**config.mk**
```make
export PLATFORM = sky130hd
export DESIGN_NAME = dcache_axi_bridge_flat
export DESIGN_NICKNAME = d
export VERILOG_FILES = /design/src/rtl/dcache_axi_bridge_pkg.sv /design/src/rtl/dcache_axi_bridge_if.sv /design/src/rtl/dcache_axi_bridge.sv /design/src/flat_wrapper.sv
export SDC_FILE = /design/constraint.sdc
export NUM_CORES = 1
export LEC_CHECK = 0
export BUFFER_PORTS_ARGS = -buffer_cell sky130_fd_sc_hd__buf_2
export CAP_MARGIN = 30
export CORE_AREA = 5 5 118 120
export CTS_CLUSTER_SIZE = 20
export DETAILED_ROUTE_END_ITERATION = 7
export DIE_AREA = 0 0 123 125
export PLACE_DENSITY_LB_ADDON = 0.15
export SLEW_MARGIN = 20
export SYNTH_ARGS = -nofsm -noshare
export SYNTH_HDL_FRONTEND = slang
export SYNTH_SLANG_ARGS = --single-unit
```
**constraint.sdc**
```tcl
create_clock -name clk -period 1.6 [get_ports clk]
set_input_delay 0.16 -clock clk [delete_from_list [all_inputs] [get_ports clk]]
set_output_delay 0.16 -clock clk [all_outputs]
set_load 0.1 [all_outputs]
```
**src/rtl/dcache_axi_bridge_pkg.sv**
```systemverilog
// Shared types and AXI3 constants for the data-cache to AXI bridge.
// Holds the FSM state encoding and the fixed burst/len/size field values.
package dcache_axi_bridge_pkg;

  typedef enum logic [2:0] {
    IDLE    = 3'd0,
    RD_A    = 3'd1,
    RD_D    = 3'd2,
    WR_AW   = 3'd3,
    WR_RESP = 3'd4,
    DONE    = 3'd5
  } state_t;

  localparam logic [3:0] AXI_LEN_SINGLE = 4'd0;
  localparam logic [1:0] AXI_BURST_INCR = 2'b01;
  localparam logic [1:0] AXI_SIZE_BYTE  = 2'd0;
  localparam logic [1:0] AXI_SIZE_HALF  = 2'd1;
  localparam logic [1:0] AXI_SIZE_WORD  = 2'd2;
  // SLVERR and DECERR both set bit 1 of RRESP/BRESP
  localparam int         AXI_RESP_ERR_BIT = 1;

endpackage

```
**src/rtl/dcache_axi_bridge_if.sv**
```systemverilog
// AXI3 master-port bundle between the bridge and the memory system.
// Handshake rule on every channel: a beat transfers on a rising clk edge where valid and ready are both 1;
//   valid, once raised, stays high with its payload stable until that edge.
interface dcache_axi_bridge_if #(
  parameter int A_WIDTH  = 32,
  parameter int ID_WIDTH = 4
);
  logic [ID_WIDTH-1:0] arid;
  logic [A_WIDTH-1:0]  araddr;
  logic [3:0]          arlen;
  logic [2:0]          arsize;
  logic [1:0]          arburst;
  logic [1:0]          arlock;
  logic [3:0]          arcache;
  logic [2:0]          arprot;
  logic                arvalid;
  logic                arready;

  logic [ID_WIDTH-1:0] rid;
  logic [31:0]         rdata;
  logic [1:0]          rresp;
  logic                rlast;
  logic                rvalid;
  logic                rready;

  logic [ID_WIDTH-1:0] awid;
  logic [A_WIDTH-1:0]  awaddr;
  logic [3:0]          awlen;
  logic [2:0]          awsize;
  logic [1:0]          awburst;
  logic [1:0]          awlock;
  logic [3:0]          awcache;
  logic [2:0]          awprot;
  logic                awvalid;
  logic                awready;

  logic [ID_WIDTH-1:0] wid;
  logic [31:0]         wdata;
  logic [3:0]          wstrb;
  logic                wlast;
  logic                wvalid;
  logic                wready;

  logic [ID_WIDTH-1:0] bid;
  logic [1:0]          bresp;
  logic                bvalid;
  logic                bready;

  modport master (
    output arid, araddr, arlen, arsize, arburst, arlock, arcache, arprot, arvalid,
    input  arready,
    input  rid, rdata, rresp, rlast, rvalid,
    output rready,
    output awid, awaddr, awlen, awsize, awburst, awlock, awcache, awprot, awvalid,
    input  awready,
    output wid, wdata, wstrb, wlast, wvalid,
    input  wready,
    input  bid, bresp, bvalid,
    output bready
  );

  modport slave (
    input  arid, araddr, arlen, arsize, arburst, arlock, arcache, arprot, arvalid,
    output arready,
    output rid, rdata, rresp, rlast, rvalid,
    input  rready,
    input  awid, awaddr, awlen, awsize, awburst, awlock, awcache, awprot, awvalid,
    output awready,
    input  wid, wdata, wstrb, wlast, wvalid,
    output wready,
    output bid, bresp, bvalid,
    input  bready
  );

endinterface

```
**src/rtl/dcache_axi_bridge.sv**
```systemverilog
// Turns the data cache's single-word request port into single-beat AXI3 reads and writes,
// one transaction at a time, reporting completion as a one-cycle s_ready pulse.
module dcache_axi_bridge
  import dcache_axi_bridge_pkg::*;
#(
  parameter int A_WIDTH  = 32,
  parameter int ID_WIDTH = 4,
  parameter int RD_ID    = 0,
  parameter int WR_ID    = 1
) (
  input  logic               clk,
  input  logic               clrn,
  input  logic [A_WIDTH-1:0] s_a,
  input  logic [31:0]        s_din,
  output logic [31:0]        s_dout,
  input  logic               s_strobe,
  input  logic [3:0]         s_wen,
  input  logic [1:0]         s_size,
  input  logic               s_rw,
  output logic               s_ready,
  output logic               bus_err,
  output state_t             state_dbg,
  dcache_axi_bridge_if.master axi
);

  state_t             state, state_n;
  logic [A_WIDTH-1:0] addr_q;
  logic [31:0]        data_q;
  logic [3:0]         wen_q;
  logic [1:0]         size_q;
  logic               aw_done, w_done;
  logic               err_q;
  logic               aw_fire, w_fire;

  // IDs, rlast and the low response bit carry no information for a lone single-beat transfer
  logic unused_inputs;
  assign unused_inputs = ^{axi.rid, axi.rlast, axi.bid,
                           axi.rresp[0], axi.bresp[0]};

  assign aw_fire = axi.awvalid && axi.awready;
  assign w_fire  = axi.wvalid && axi.wready;

  always_ff @(posedge clk) begin
    if (!clrn) begin
      state   <= IDLE;
      addr_q  <= '0;
      data_q  <= '0;
      wen_q   <= '0;
      size_q  <= '0;
      aw_done <= 1'b0;
      w_done  <= 1'b0;
      err_q   <= 1'b0;
      s_dout  <= '0;
    end else begin
      state <= state_n;
      if (state == IDLE && s_strobe) begin
        addr_q  <= s_a;
        data_q  <= s_din;
        wen_q   <= s_wen;
        size_q  <= s_size;
        aw_done <= 1'b0;
        w_done  <= 1'b0;
        err_q   <= 1'b0;
      end
      if (state == WR_AW) begin
        if (aw_fire) aw_done <= 1'b1;
        if (w_fire)  w_done  <= 1'b1;
      end
      if (state == RD_D && axi.rvalid) begin
        s_dout <= axi.rdata;
        err_q  <= axi.rresp[AXI_RESP_ERR_BIT];
      end
      if (state == WR_RESP && axi.bvalid) err_q <= axi.bresp[AXI_RESP_ERR_BIT];
    end
  end

  always_comb begin
    state_n = state;
    unique case (state)
      IDLE:    if (s_strobe) state_n = s_rw ? WR_AW : RD_A;
      RD_A:    if (axi.arready) state_n = RD_D;
      RD_D:    if (axi.rvalid) state_n = DONE;
      // AW and W complete in any order; leave once both have been taken
      WR_AW:   if ((aw_done || aw_fire) && (w_done || w_fire)) state_n = WR_RESP;
      WR_RESP: if (axi.bvalid) state_n = DONE;
      DONE:    state_n = IDLE;
      default: state_n = IDLE;
    endcase
  end

  // Every AXI output depends only on registers, never on an AXI input
  assign axi.arvalid = (state == RD_A);
  assign axi.rready  = (state == RD_D);
  assign axi.awvalid = (state == WR_AW) && !aw_done;
  assign axi.wvalid  = (state == WR_AW) && !w_done;
  assign axi.bready  = (state == WR_RESP);
  assign s_ready     = (state == DONE);
  assign bus_err     = (state == DONE) && err_q;
  assign state_dbg   = state;

  assign axi.arid    = ID_WIDTH'(RD_ID);
  assign axi.araddr  = addr_q;
  assign axi.arlen   = AXI_LEN_SINGLE;
  assign axi.arsize  = {1'b0, size_q};
  assign axi.arburst = AXI_BURST_INCR;
  assign axi.arlock  = 2'b00;
  assign axi.arcache = 4'b0000;
  assign axi.arprot  = 3'b000;

  assign axi.awid    = ID_WIDTH'(WR_ID);
  assign axi.awaddr  = addr_q;
  assign axi.awlen   = AXI_LEN_SINGLE;
  assign axi.awsize  = {1'b0, size_q};
  assign axi.awburst = AXI_BURST_INCR;
  assign axi.awlock  = 2'b00;
  assign axi.awcache = 4'b0000;
  assign axi.awprot  = 3'b000;

  assign axi.wid     = ID_WIDTH'(WR_ID);
  assign axi.wdata   = data_q;
  assign axi.wstrb   = wen_q;
  assign axi.wlast   = 1'b1;

endmodule

```
**src/flat_wrapper.sv**
```systemverilog
// flat-port wrapper written by rule: the top's interface ports become plain ports
module dcache_axi_bridge_flat import dcache_axi_bridge_pkg::*;
#(
  parameter int A_WIDTH  = 32,
  parameter int ID_WIDTH = 4,
  parameter int RD_ID    = 0,
  parameter int WR_ID    = 1
)
  (clk, clrn, s_a, s_din, s_dout, s_strobe, s_wen, s_size, s_rw, s_ready, bus_err, state_dbg, axi_arid, axi_araddr, axi_arlen, axi_arsize, axi_arburst, axi_arlock, axi_arcache, axi_arprot, axi_arvalid, axi_arready, axi_rid, axi_rdata, axi_rresp, axi_rlast, axi_rvalid, axi_rready, axi_awid, axi_awaddr, axi_awlen, axi_awsize, axi_awburst, axi_awlock, axi_awcache, axi_awprot, axi_awvalid, axi_awready, axi_wid, axi_wdata, axi_wstrb, axi_wlast, axi_wvalid, axi_wready, axi_bid, axi_bresp, axi_bvalid, axi_bready);
  dcache_axi_bridge_if #(.A_WIDTH(A_WIDTH), .ID_WIDTH(ID_WIDTH)) axi_i ();
  input  logic clk;
  input  logic clrn;
  input  logic [A_WIDTH-1:0] s_a;
  input  logic [31:0] s_din;
  output logic [31:0] s_dout;
  input  logic s_strobe;
  input  logic [3:0] s_wen;
  input  logic [1:0] s_size;
  input  logic s_rw;
  output logic s_ready;
  output logic bus_err;
  output state_t state_dbg;
  output wire logic [$bits(axi_i.arid)-1:0] axi_arid;
  output wire logic [$bits(axi_i.araddr)-1:0] axi_araddr;
  output wire logic [$bits(axi_i.arlen)-1:0] axi_arlen;
  output wire logic [$bits(axi_i.arsize)-1:0] axi_arsize;
  output wire logic [$bits(axi_i.arburst)-1:0] axi_arburst;
  output wire logic [$bits(axi_i.arlock)-1:0] axi_arlock;
  output wire logic [$bits(axi_i.arcache)-1:0] axi_arcache;
  output wire logic [$bits(axi_i.arprot)-1:0] axi_arprot;
  output wire logic [$bits(axi_i.arvalid)-1:0] axi_arvalid;
  input wire logic [$bits(axi_i.arready)-1:0] axi_arready;
  input wire logic [$bits(axi_i.rid)-1:0] axi_rid;
  input wire logic [$bits(axi_i.rdata)-1:0] axi_rdata;
  input wire logic [$bits(axi_i.rresp)-1:0] axi_rresp;
  input wire logic [$bits(axi_i.rlast)-1:0] axi_rlast;
  input wire logic [$bits(axi_i.rvalid)-1:0] axi_rvalid;
  output wire logic [$bits(axi_i.rready)-1:0] axi_rready;
  output wire logic [$bits(axi_i.awid)-1:0] axi_awid;
  output wire logic [$bits(axi_i.awaddr)-1:0] axi_awaddr;
  output wire logic [$bits(axi_i.awlen)-1:0] axi_awlen;
  output wire logic [$bits(axi_i.awsize)-1:0] axi_awsize;
  output wire logic [$bits(axi_i.awburst)-1:0] axi_awburst;
  output wire logic [$bits(axi_i.awlock)-1:0] axi_awlock;
  output wire logic [$bits(axi_i.awcache)-1:0] axi_awcache;
  output wire logic [$bits(axi_i.awprot)-1:0] axi_awprot;
  output wire logic [$bits(axi_i.awvalid)-1:0] axi_awvalid;
  input wire logic [$bits(axi_i.awready)-1:0] axi_awready;
  output wire logic [$bits(axi_i.wid)-1:0] axi_wid;
  output wire logic [$bits(axi_i.wdata)-1:0] axi_wdata;
  output wire logic [$bits(axi_i.wstrb)-1:0] axi_wstrb;
  output wire logic [$bits(axi_i.wlast)-1:0] axi_wlast;
  output wire logic [$bits(axi_i.wvalid)-1:0] axi_wvalid;
  input wire logic [$bits(axi_i.wready)-1:0] axi_wready;
  input wire logic [$bits(axi_i.bid)-1:0] axi_bid;
  input wire logic [$bits(axi_i.bresp)-1:0] axi_bresp;
  input wire logic [$bits(axi_i.bvalid)-1:0] axi_bvalid;
  output wire logic [$bits(axi_i.bready)-1:0] axi_bready;
  assign axi_arid = axi_i.arid;
  assign axi_araddr = axi_i.araddr;
  assign axi_arlen = axi_i.arlen;
  assign axi_arsize = axi_i.arsize;
  assign axi_arburst = axi_i.arburst;
  assign axi_arlock = axi_i.arlock;
  assign axi_arcache = axi_i.arcache;
  assign axi_arprot = axi_i.arprot;
  assign axi_arvalid = axi_i.arvalid;
  assign axi_i.arready = axi_arready;
  assign axi_i.rid = axi_rid;
  assign axi_i.rdata = axi_rdata;
  assign axi_i.rresp = axi_rresp;
  assign axi_i.rlast = axi_rlast;
  assign axi_i.rvalid = axi_rvalid;
  assign axi_rready = axi_i.rready;
  assign axi_awid = axi_i.awid;
  assign axi_awaddr = axi_i.awaddr;
  assign axi_awlen = axi_i.awlen;
  assign axi_awsize = axi_i.awsize;
  assign axi_awburst = axi_i.awburst;
  assign axi_awlock = axi_i.awlock;
  assign axi_awcache = axi_i.awcache;
  assign axi_awprot = axi_i.awprot;
  assign axi_awvalid = axi_i.awvalid;
  assign axi_i.awready = axi_awready;
  assign axi_wid = axi_i.wid;
  assign axi_wdata = axi_i.wdata;
  assign axi_wstrb = axi_i.wstrb;
  assign axi_wlast = axi_i.wlast;
  assign axi_wvalid = axi_i.wvalid;
  assign axi_i.wready = axi_wready;
  assign axi_i.bid = axi_bid;
  assign axi_i.bresp = axi_bresp;
  assign axi_i.bvalid = axi_bvalid;
  assign axi_bready = axi_i.bready;
  dcache_axi_bridge #(.A_WIDTH(A_WIDTH), .ID_WIDTH(ID_WIDTH), .RD_ID(RD_ID), .WR_ID(WR_ID)) u_core (.clk(clk), .clrn(clrn), .s_a(s_a), .s_din(s_din), .s_dout(s_dout), .s_strobe(s_strobe), .s_wen(s_wen), .s_size(s_size), .s_rw(s_rw), .s_ready(s_ready), .bus_err(bus_err), .state_dbg(state_dbg), .axi(axi_i));
endmodule
```
==> metrics.md <==
| Metric | Value |
|---|---|
| Worst Path Max Fanout | `5` |
| Peak supply drop | `742.4 uV` |
| Tmin final | `1564 ps` |
| Crit path kind | `flip-flop to primary output` |
| Achievable Freq | `0.6392 GHz` |
| Fraction of layout cells with a size suffix above 1 | `39.02%` |
| Hold Path Sink | `u_core.axi.wstrb[2]$_SDFFE_PN0P_` |
| Top cells by area, synth | `dfxtp_1, nand2_1, buf_4, a21oi_1, buf_6` |
| Ys async rst share | `0%` |
| Count leader, synth | `nand2_1` |
| Drt pass-1 iters | `4` |
| CP required | `1440 ps` |
| Post-Syn Instances | `572` |
| Max incr delay on CP | `360 ps` |
| Clk_skew | `5.397 ps` |
| Worst-Margin Slew | `517.3 ps` |
| Final Max Slew Viols | `0` |
| Startpoint Class | `flip-flop` |
| Min Hold Slack | `45.32 ps` |
| Hold path start | `s_wen[2]` |
| Highest-delay cell along the critical path | `dfxtp_4` |
| Crit. Startpoint | `u_core.state_dbg[1]$_SDFFE_PN0P_` |
| Filler cells | `1295` |
| Nets@finish | `911` |
| Max-slew headroom | `65.75%` |
| Via count | `4273` |
| Worst Reg-to-Reg Cells | `5` |
| Worst R2R Setup Slack | `120 ps` |
| Hold path cells | `3` |
| CTS buffer count | `9` |
| Endpoints failing setup | `0` |
| Synth Register Bits | `108` |
| Die H | `125 um` |
| # IOs | `315` |
| First-pass GRT wire length | `20.02 mm` |
| Critical Path Most Common Cell | `buf_12` |
| Vias in the first global route | `4067` |
| CP arrival | `1400 ps` |
| Antenna Nets Post-Route | `0` |
| Clk_lat worst skew | `340 ps` |
| Sequential share of the synthesized area | `47.45%` |
| Leak pwr | `2.986 nW` |
| DIE AREA | `0.01538 mm^2` |
| Fin cells | `969` |
| CTS Hold Bufs | `0` |
| Final core utilization | `47.81%` |
| Clk slew on worst S/H paths | `70 ps` |
| DRC errors left | `0` |
| Post-synth top cells | `nand2_1, dfxtp_1, a21oi_1` |
| Reg-to-Reg Start | `u_core.state_dbg[2]$_SDFFE_PN0P_` |
| Post-synth top flop | `dfxtp_1` |
| GR Overflow Total | `0` |
| Placer Congestion | `0.7864` |
| Initial core utilization | `35.39%` |
| Area leader, netlist | `dfxtp_1` |
| Post-DP HPWL | `9.943 mm` |
| Core Region | `0.01287 mm^2` |
| Largest delay share family, worst path | `flip-flops` |
| Cell Pwr Density | `1593 mW/mm^2` |
| R2R Path End | `u_core.axi.araddr[6]$_SDFFE_PN0P_` |
| Status | `finished, final reports clean` |
| Max cap viols | `0` |
| Die width | `123 um` |
| Final worst path period share | `97.77%` |
| RSZ-0062 raised after global routing | `true` |
| Worst Hold Class | `input port to flip-flop` |
| Antenna violations before repair | `1` |
| Clk sinks | `108` |
| Total Routing Usage GR | `16.26%` |
| Num rows | `42` |
| Number of I/O port buffers | `258` |
| Root buffer cell | `clkbuf_16` |
| WP depth | `5` |
| Via density per instance | `4.410` |
| WL per Instance | `13.95 um` |
| Longest Clk Path Bufs | `2` |
| Post-synth EDFFs | `0` |
| CTS HTree Levels | `3` |
| P&R area growth vs syn | `35.09%` |
| CP cell instances | `buf_12 -> clkinv_8 -> and3_4 -> and2_4 -> buf_12` |
| Final WL | `13.51 mm` |
| Distinct cells, synth | `36` |
| Largest net degree at the start of global routing | `57` |
| CTS tree | `built` |
| Synth Area per Inst | `7.967 um^2` |
| Final hold violations | `0` |
| Cell Area, Synth | `0.004557 mm^2` |
| Crit end category | `primary output` |
| Placed Cells | `945` |
| Ys Warns | `0` |
| Initial drt markers | `150` |
| Post-synth top area share | `47.45%` |
| Buf/Inv on CP | `3` |
==> per-stage QoR <==
stage	power (mW)	area, um^2	TNS [ps]	worst slack, ps
6_report	9.809	6156	0	35.65
5_1_grt	10.21	6153	-0.8462	-0.8462
4_1_cts	9.818	6037	-5.651	-5.651
3_5_place_dp	7.709	5738	-12.76	-11.89
3_3_place_gp	7.673	5738	0	7.558
2_1_floorplan	7.190	4811	-410.4	-141.9
==> power breakdown <==
group	switching, mW	leakage [nW]	internal [mW]	total (mW)
clock network	0.946	0.134	1.10	2.05
logic	3.86	1.97	0.804	4.67
registers	0.148	0.883	2.95	3.09
total	4.96	2.99	4.85	9.81
==> state kept, by name, summed over array words and instances, names as in the netlist <==
register / cells
u_core.axi.wdata: 32
u_core.err_q: 1
u_core.axi.araddr: 32
u_core.axi.wstrb: 4
u_core.state_dbg: 3
u_core.w_done: 1
u_core.size_q: 2
u_core.aw_done: 1
u_core.s_dout: 32
==> cells by family (layout without fill, tap and decap cells) <==
group | Yosys count | after routing | synth area share (%)
compound gates | 116 | 116 | 13.45
buf+inv | 119 | 296 | 18.01
flops | 108 | 108 | 47.45
mux | 1 | 1 | 0.2197
other cells | 2 | 46 | 0.1648
simple gates | 226 | 226 | 20.70
==> placed cells by master, fill, tap and decap left out, drive strengths merged, types with 2 or more instances in the layout <==
cell type / synthesis / routed
buf: 99 / 275
or3b: 2 / 2
nor2: 4 / 4
nand2: 206 / 206
clkbuf: 17 / 15
a21oi: 104 / 104
nand3b: 2 / 2
nor3: 2 / 2
o21ai: 2 / 2
conb: 2 / 45
clkinv: 0 / 5
nor4b: 2 / 2
a2111oi: 2 / 2
dfxtp: 108 / 108
==> layout make-up <==
type                            count  area, um^2  area share (%)
Clock inverter                      3       22.52          0.3659
Clock buffer                       13       250.2           4.065
Tap cell                          176       220.2           3.577
Antenna cell                        1       2.502         0.04065
Sequential cell                   108        2173           35.30
Multi-Input combinational cell    388        1792           29.11
Inverter                            3       27.53          0.4472
Timing Repair Buffer              277        1668           27.09
==> worst max path at each step <==
stage	end
finish	bus_err
global route	bus_err
CTS	bus_err
detailed placement	u_core.axi.wdata[20]$_SDFFE_PN0P_
global placement	u_core.axi.wstrb[2]$_SDFFE_PN0P_
floorplan	axi_rready
==> layer usage <==
| layer | GRT usage [%] | wire length [um] | vias up |
|---|---|---|---|
| li1 | - | - | 2145 |
| met1 | 17.79 | 5144 | 1912 |
| met2 | 28.34 | 6535 | 193 |
| met3 | 6.369 | 1542 | 21 |
| met4 | 5.733 | 283 | 2 |
| met5 | 0 | 8 | - |
==> worst reg2reg max path, stage by stage, from the launching register on <==
cell	delay, ps
dfxtp_4	350
buf_8	150
nor4b_4	350
buf_12	270
nand2_1	140
a21oi_1	150
==> repair_timing <==
item	4_1_cts	5_1_grt
cloned	0	2
hold endpoints to repair	0	0
pin swaps	0	0
setup endpoints to repair	4	60
buffers inserted	0	5
gates resized for setup	7	4
Note: power is estimated with default switching activity, not from simulation.
